File: config.mk
export PLATFORM = sky130hd
export DESIGN_NAME = im_read_slave
export DESIGN_NICKNAME = d
export VERILOG_FILES = /design/src/rtl/im_read_slave.sv
export SDC_FILE = /design/constraint.sdc
export NUM_CORES = 1
export LEC_CHECK = 0
export ABC_CLOCK_PERIOD_IN_PS = 2300
export CORE_MARGIN = 2
export CORE_UTILIZATION = 35
export DETAILED_ROUTE_END_ITERATION = 8
export MAX_ROUTING_LAYER = met4
export PLACE_DENSITY = 0.83
export SYNTH_ARGS = -nofsm -noshare
export SYNTH_HDL_FRONTEND = slang
export SYNTH_SLANG_ARGS = --single-unit
File: constraint.sdc
create_clock -name ACLK -period 2.3 [get_ports ACLK]
set_clock_uncertainty 0.15 [all_clocks]
set_input_delay 0.23 -clock ACLK [delete_from_list [all_inputs] [get_ports ACLK]]
set_output_delay 0.23 -clock ACLK [all_outputs]
set_load 0.01 [all_outputs]
File: src/rtl/im_read_slave.sv
// AXI read-only slave for the instruction SRAM: one INCR/FIXED burst at a time,
// one word per cycle from a 1-cycle-latency SRAM, DECERR/SLVERR for bad requests.
module im_read_slave #(
    parameter int          ID_W    = 8,
    parameter int          LEN_W   = 4,
    parameter int          SRAM_AW = 14,
    parameter logic [31:0] BASE    = 32'h0000_0000
) (
    input  logic               ACLK,
    input  logic               ARESET,
    input  logic [ID_W-1:0]    ARID_S,
    input  logic [31:0]        ARADDR_S,
    input  logic [LEN_W-1:0]   ARLEN_S,
    input  logic [2:0]         ARSIZE_S,
    input  logic [1:0]         ARBURST_S,
    input  logic               ARVALID_S,
    output logic               ARREADY_S,
    output logic [ID_W-1:0]    RID_S,
    output logic [31:0]        RDATA_S,
    output logic [1:0]         RRESP_S,
    output logic               RLAST_S,
    output logic               RVALID_S,
    input  logic               RREADY_S,
    output logic               SRAM_CS,
    output logic               SRAM_OE,
    output logic [SRAM_AW-1:0] SRAM_A,
    input  logic [31:0]        SRAM_DO
);

    typedef enum logic {S_IDLE, S_RDATA} state_t;

    localparam logic [32:0] WIN_BYTES = 33'(1) << (SRAM_AW + 2);

    state_t             r_state, w_state_nxt;
    logic [ID_W-1:0]    r_id;
    logic [SRAM_AW-1:0] r_addr;
    logic [LEN_W-1:0]   r_len;
    logic [LEN_W-1:0]   r_cnt;
    logic               r_fixed;
    logic [1:0]         r_resp;

    logic               w_ar_hs;
    logic               w_r_hs;
    logic               w_dec;
    logic               w_slv;
    logic [1:0]         w_err;
    logic [SRAM_AW-1:0] w_next_addr;

    assign ARREADY_S = (r_state == S_IDLE) && !ARESET;
    assign RVALID_S  = (r_state == S_RDATA);
    assign RLAST_S   = RVALID_S && (r_cnt == r_len);
    assign RID_S     = r_id;
    assign RRESP_S   = r_resp;
    assign RDATA_S   = (RVALID_S && (r_resp == 2'b00)) ? SRAM_DO : '0;

    assign w_ar_hs = ARVALID_S && ARREADY_S;
    assign w_r_hs  = RVALID_S && RREADY_S;

    // 33-bit compare so a window touching the top of the 4 GiB space cannot overflow
    assign w_dec = ({1'b0, ARADDR_S} < {1'b0, BASE}) ||
                   ({1'b0, ARADDR_S} >= ({1'b0, BASE} + WIN_BYTES));
    assign w_slv = (ARSIZE_S != 3'b010) || (ARADDR_S[1:0] != 2'b00);
    assign w_err = w_dec ? 2'b11 : (w_slv ? 2'b10 : 2'b00);

    assign w_next_addr = r_fixed ? r_addr : r_addr + SRAM_AW'(1);

    always_comb begin
        w_state_nxt = r_state;
        SRAM_CS     = 1'b0;
        SRAM_OE     = 1'b0;
        SRAM_A      = ARADDR_S[SRAM_AW+1:2];
        case (r_state)
            S_IDLE: begin
                if (w_ar_hs) begin
                    w_state_nxt = S_RDATA;
                    SRAM_CS     = 1'b1;
                    SRAM_OE     = 1'b1;
                end
            end
            S_RDATA: begin
                SRAM_CS = !ARESET;
                SRAM_OE = !ARESET;
                // Holding the address under back-pressure keeps SRAM_DO, and thus RDATA, stable
                SRAM_A  = (w_r_hs && !RLAST_S) ? w_next_addr : r_addr;
                if (w_r_hs && RLAST_S) begin
                    w_state_nxt = S_IDLE;
                end
            end
            default: w_state_nxt = S_IDLE;
        endcase
    end

    always_ff @(posedge ACLK) begin
        if (ARESET) begin
            r_state <= S_IDLE;
            r_id    <= '0;
            r_addr  <= '0;
            r_len   <= '0;
            r_cnt   <= '0;
            r_fixed <= 1'b0;
            r_resp  <= '0;
        end else begin
            r_state <= w_state_nxt;
            if (w_ar_hs) begin
                r_id    <= ARID_S;
                r_addr  <= ARADDR_S[SRAM_AW+1:2];
                r_len   <= ARLEN_S;
                r_fixed <= (ARBURST_S == 2'b00);
                r_resp  <= w_err;
                r_cnt   <= '0;
            end else if (w_r_hs) begin
                r_cnt <= r_cnt + LEN_W'(1);
                if (!RLAST_S) begin
                    r_addr <= w_next_addr;
                end
            end
        end
    end

endmodule

==> flow_summary.ini <==
[global_route]
gr-usage-all-layers = 0.2321
grt_pass1_vias = 2440
antenna_found_initial = 0
grt_pass1_wl_mm = 11.43
overflow = 0
grt_max_degree = 36

[yosys]
yosysSeqAreaShare = 0.3256
syn_nets = 362
yosys-top-cells-area = dfxtp_1 33%, and2_1 10%, nor2_1 7.4%
ys.flop_type = dfxtp_1
synth-simple-area-share = 0.3244
yosysWarnings = 0
synth.area.mux_share = 0.009575
synth_cell_types = 37
synth_top_family_by_area = simple AND/OR/NAND/NOR gates
yosys_register_bits = 34
yosysMostFrequentCell = nor2_1
synthCells = 275
synth-edff-count = 0
synth_compound_area_frac = 0.2178
ys_top_cells_by_count = 41 x nor2_1, 35 x and2_1, 34 x dfxtp_1
synth_top_area_cell = dfxtp_1
synth_top_area_share = 0.3256
synth-xor-area-share = 0.05865
async_flop_share = 0
avgSynthCellArea_um2 = 7.603
netlist_area_um2 = 2091
synthAdderAreaFrac = 0.01197

[power]
p_leak_nw = 1.863
netSwitchingFraction = 0.3059
combinationalPowerShare = 0.378
power.density_nw_per_um2 = 434.7
peakVddDrop_uv = 298.4
p_int_mw = 1.259
p_switching_mw = 0.5551
clkPwrFrac = 0.256
seqPwrFrac = 0.366

[critical_path]
start_kind = flop
crit_fanout = 7
path_buf_inv = 3
cp.arrival_ps = 2140
worstSetupPathType = reg -> out
crit_required_ps = 1920
critPathMaxStageDelay_ps = 480
crit_path_end_kind = primary output
cp_top_family = compound AO/OA/AOI/OAI gates
path_cells = nor2b_4 > a2111o_1 > clkbuf_16 > o21ai_4 > buf_6 > xor2_2 > a21oi_1 > clkbuf_2
cp_slowest_cell = a2111o_1

[layout]
insertedDiodeCount = 0
area_growth_syn_to_layout_pct = 99.64
drive_above_1_share = 0.2124
nets = 538
fin_util = 0.7134
n_fill_cell = 435

[cts]
cts-root-buf = clkbuf_8
cts_buffer_depth = 2
worstSkewPairLatency_ps = 290
cts-hold-fix-buffers = 0
cts_inserted_buffers = 5
tritoncts = yes
htree_levels = 2
path_clk_slew_ps = 70
cts_sinks = 34

[floorplanning]
fp-row-count = 28
die_area_um2 = 6608
die_w_um = 81.29
coreArea_um2 = 5851
io_pins = 146
die_y_um = 81.29
start_util = 0.3574

[sta]
worst_slack_ps = -219.8
hold_viol = 0
rsz0062_at_grt = true
fmax_mhz = 396.9
period_share = 1.096
slew_headroom = 0.6379
final_max_slew_viol_count = 0
whs_ps = 304.4
finalSetupTns_ps = -1385
fin_crit_ps = 2520
tightest_slew_ps = 538.2
setup_viol = 14

[detailed_routing]
wl_mm = 8.441
via_count = 2658
drtIter0Drc = 185
routed_wire_length_per_instance_um = 16.02
final_antenna_net_count = 0
first_pass_iters = 4
avgViaCountPerCell = 5.044
post-route-drc-count = 0

[placement]
gp_congestion = 0.8391
port_buffers = 145
hpwl_mm = 5.778

[job]
max-cap-violations = 0

[worst_hold_path]
hold_class = reg -> reg

[status]
outcome = finished with violations
violations = negative setup slack
worst register-to-register path: cells and delay by family, from the launching register on:
kind	cells	cell delay [ps]
xor gates and xnor gates	1	70
AOI/OAI and AO/OA	3	980
and+or+nand+nor	1	120
DFF	1	320
buffers and inverters	2	330
layer usage:
| layer | track usage | share of wire | wire length [um] |
|---|---|---|---|
| met5 | - | 0 | 0 |
| met1 | 0.2810 | 0.40 | 3372 |
| met3 | 0.05778 | 0.063 | 529 |
| met4 | 0.08983 | 0.015 | 127 |
| met2 | 0.3705 | 0.52 | 4411 |
power groups by stage:
stage                     logic, mW  clock network (mW)  registers, mW
after floorplan               0.238                   0          0.673
after global placement        0.608                   0          0.669
after global routing          0.733               0.501          0.667
after detailed placement      0.619                   0          0.671
final                         0.686               0.464          0.664
after CTS                     0.644               0.462          0.658
final timing paths:
kind	from	to	slack [ps]	cells after the start
worst max-delay path	r_cnt[3]	SRAM_A[0]	-220	8
worst min-delay path	RID_S[1]	RID_S[1]	300	2
worst min register to register	RID_S[1]	RID_S[1]	300	2
worst max register to register	r_cnt[3]	r_addr[0]	220	7
cells by family after synthesis:
family,count (synthesis)
AO/OA/AOI/OAI,65
XOR/XNOR,14
adder cells (fa/ha/maj),2
buffers and inverters,24
flip-flops,34
multiplexers,2
AND/OR/NAND/NOR,134
cell usage in the layout, fill, tap and decap left out, drive strengths merged, types with 15 or more instances in the layout:
cell            n
buf            53
and2           35
nor2           41
a21oi          30
nand2          28
a211oi         15
dfxtp          34
dlygate4sd2    23
clkdlybuf4s50  98
clkbuf         16
per-stage QoR:
stage / cell area, um^2 / power (mW) / cells / setup WS [ps]
after floorplan: 2091 / 0.9106 / 275 / 369.3
after global placement: 3801 / 1.278 / 504 / -268.5
after detailed placement: 3801 / 1.290 / 504 / -320.4
after CTS: 4030 / 1.764 / 523 / -197.7
after global routing: 4174 / 1.901 / 527 / -266.2
final: 4174 / 1.814 / 527 / -219.8
final cells by class:
class	count	area [um^2]	area share
clock inverters	1	5.005	0.001199
clock buffers	7	86.33	0.02068
multi-input cells	217	1459	0.3495
flip-flops and latches	34	685.7	0.1643
well taps	75	93.84	0.02248
repair buffers	192	1841	0.4409
inverters	1	3.754	0.0008993
registers in the layout, indices dropped and copies added, names as in the netlist:
register and flops:
RRESP_S 2, r_addr 14, r_cnt 4, RID_S 8
r_fixed 1, RVALID_S 1, r_len 4
timing repair:
item,in CTS,in global routing
setup buffers,9,3
pin swaps,6,23
endpoints found under the setup margin,47,23
cloned,2,1
gates resized for setup,60,62
No activity file was read; power rests on OpenSTA's default activity.
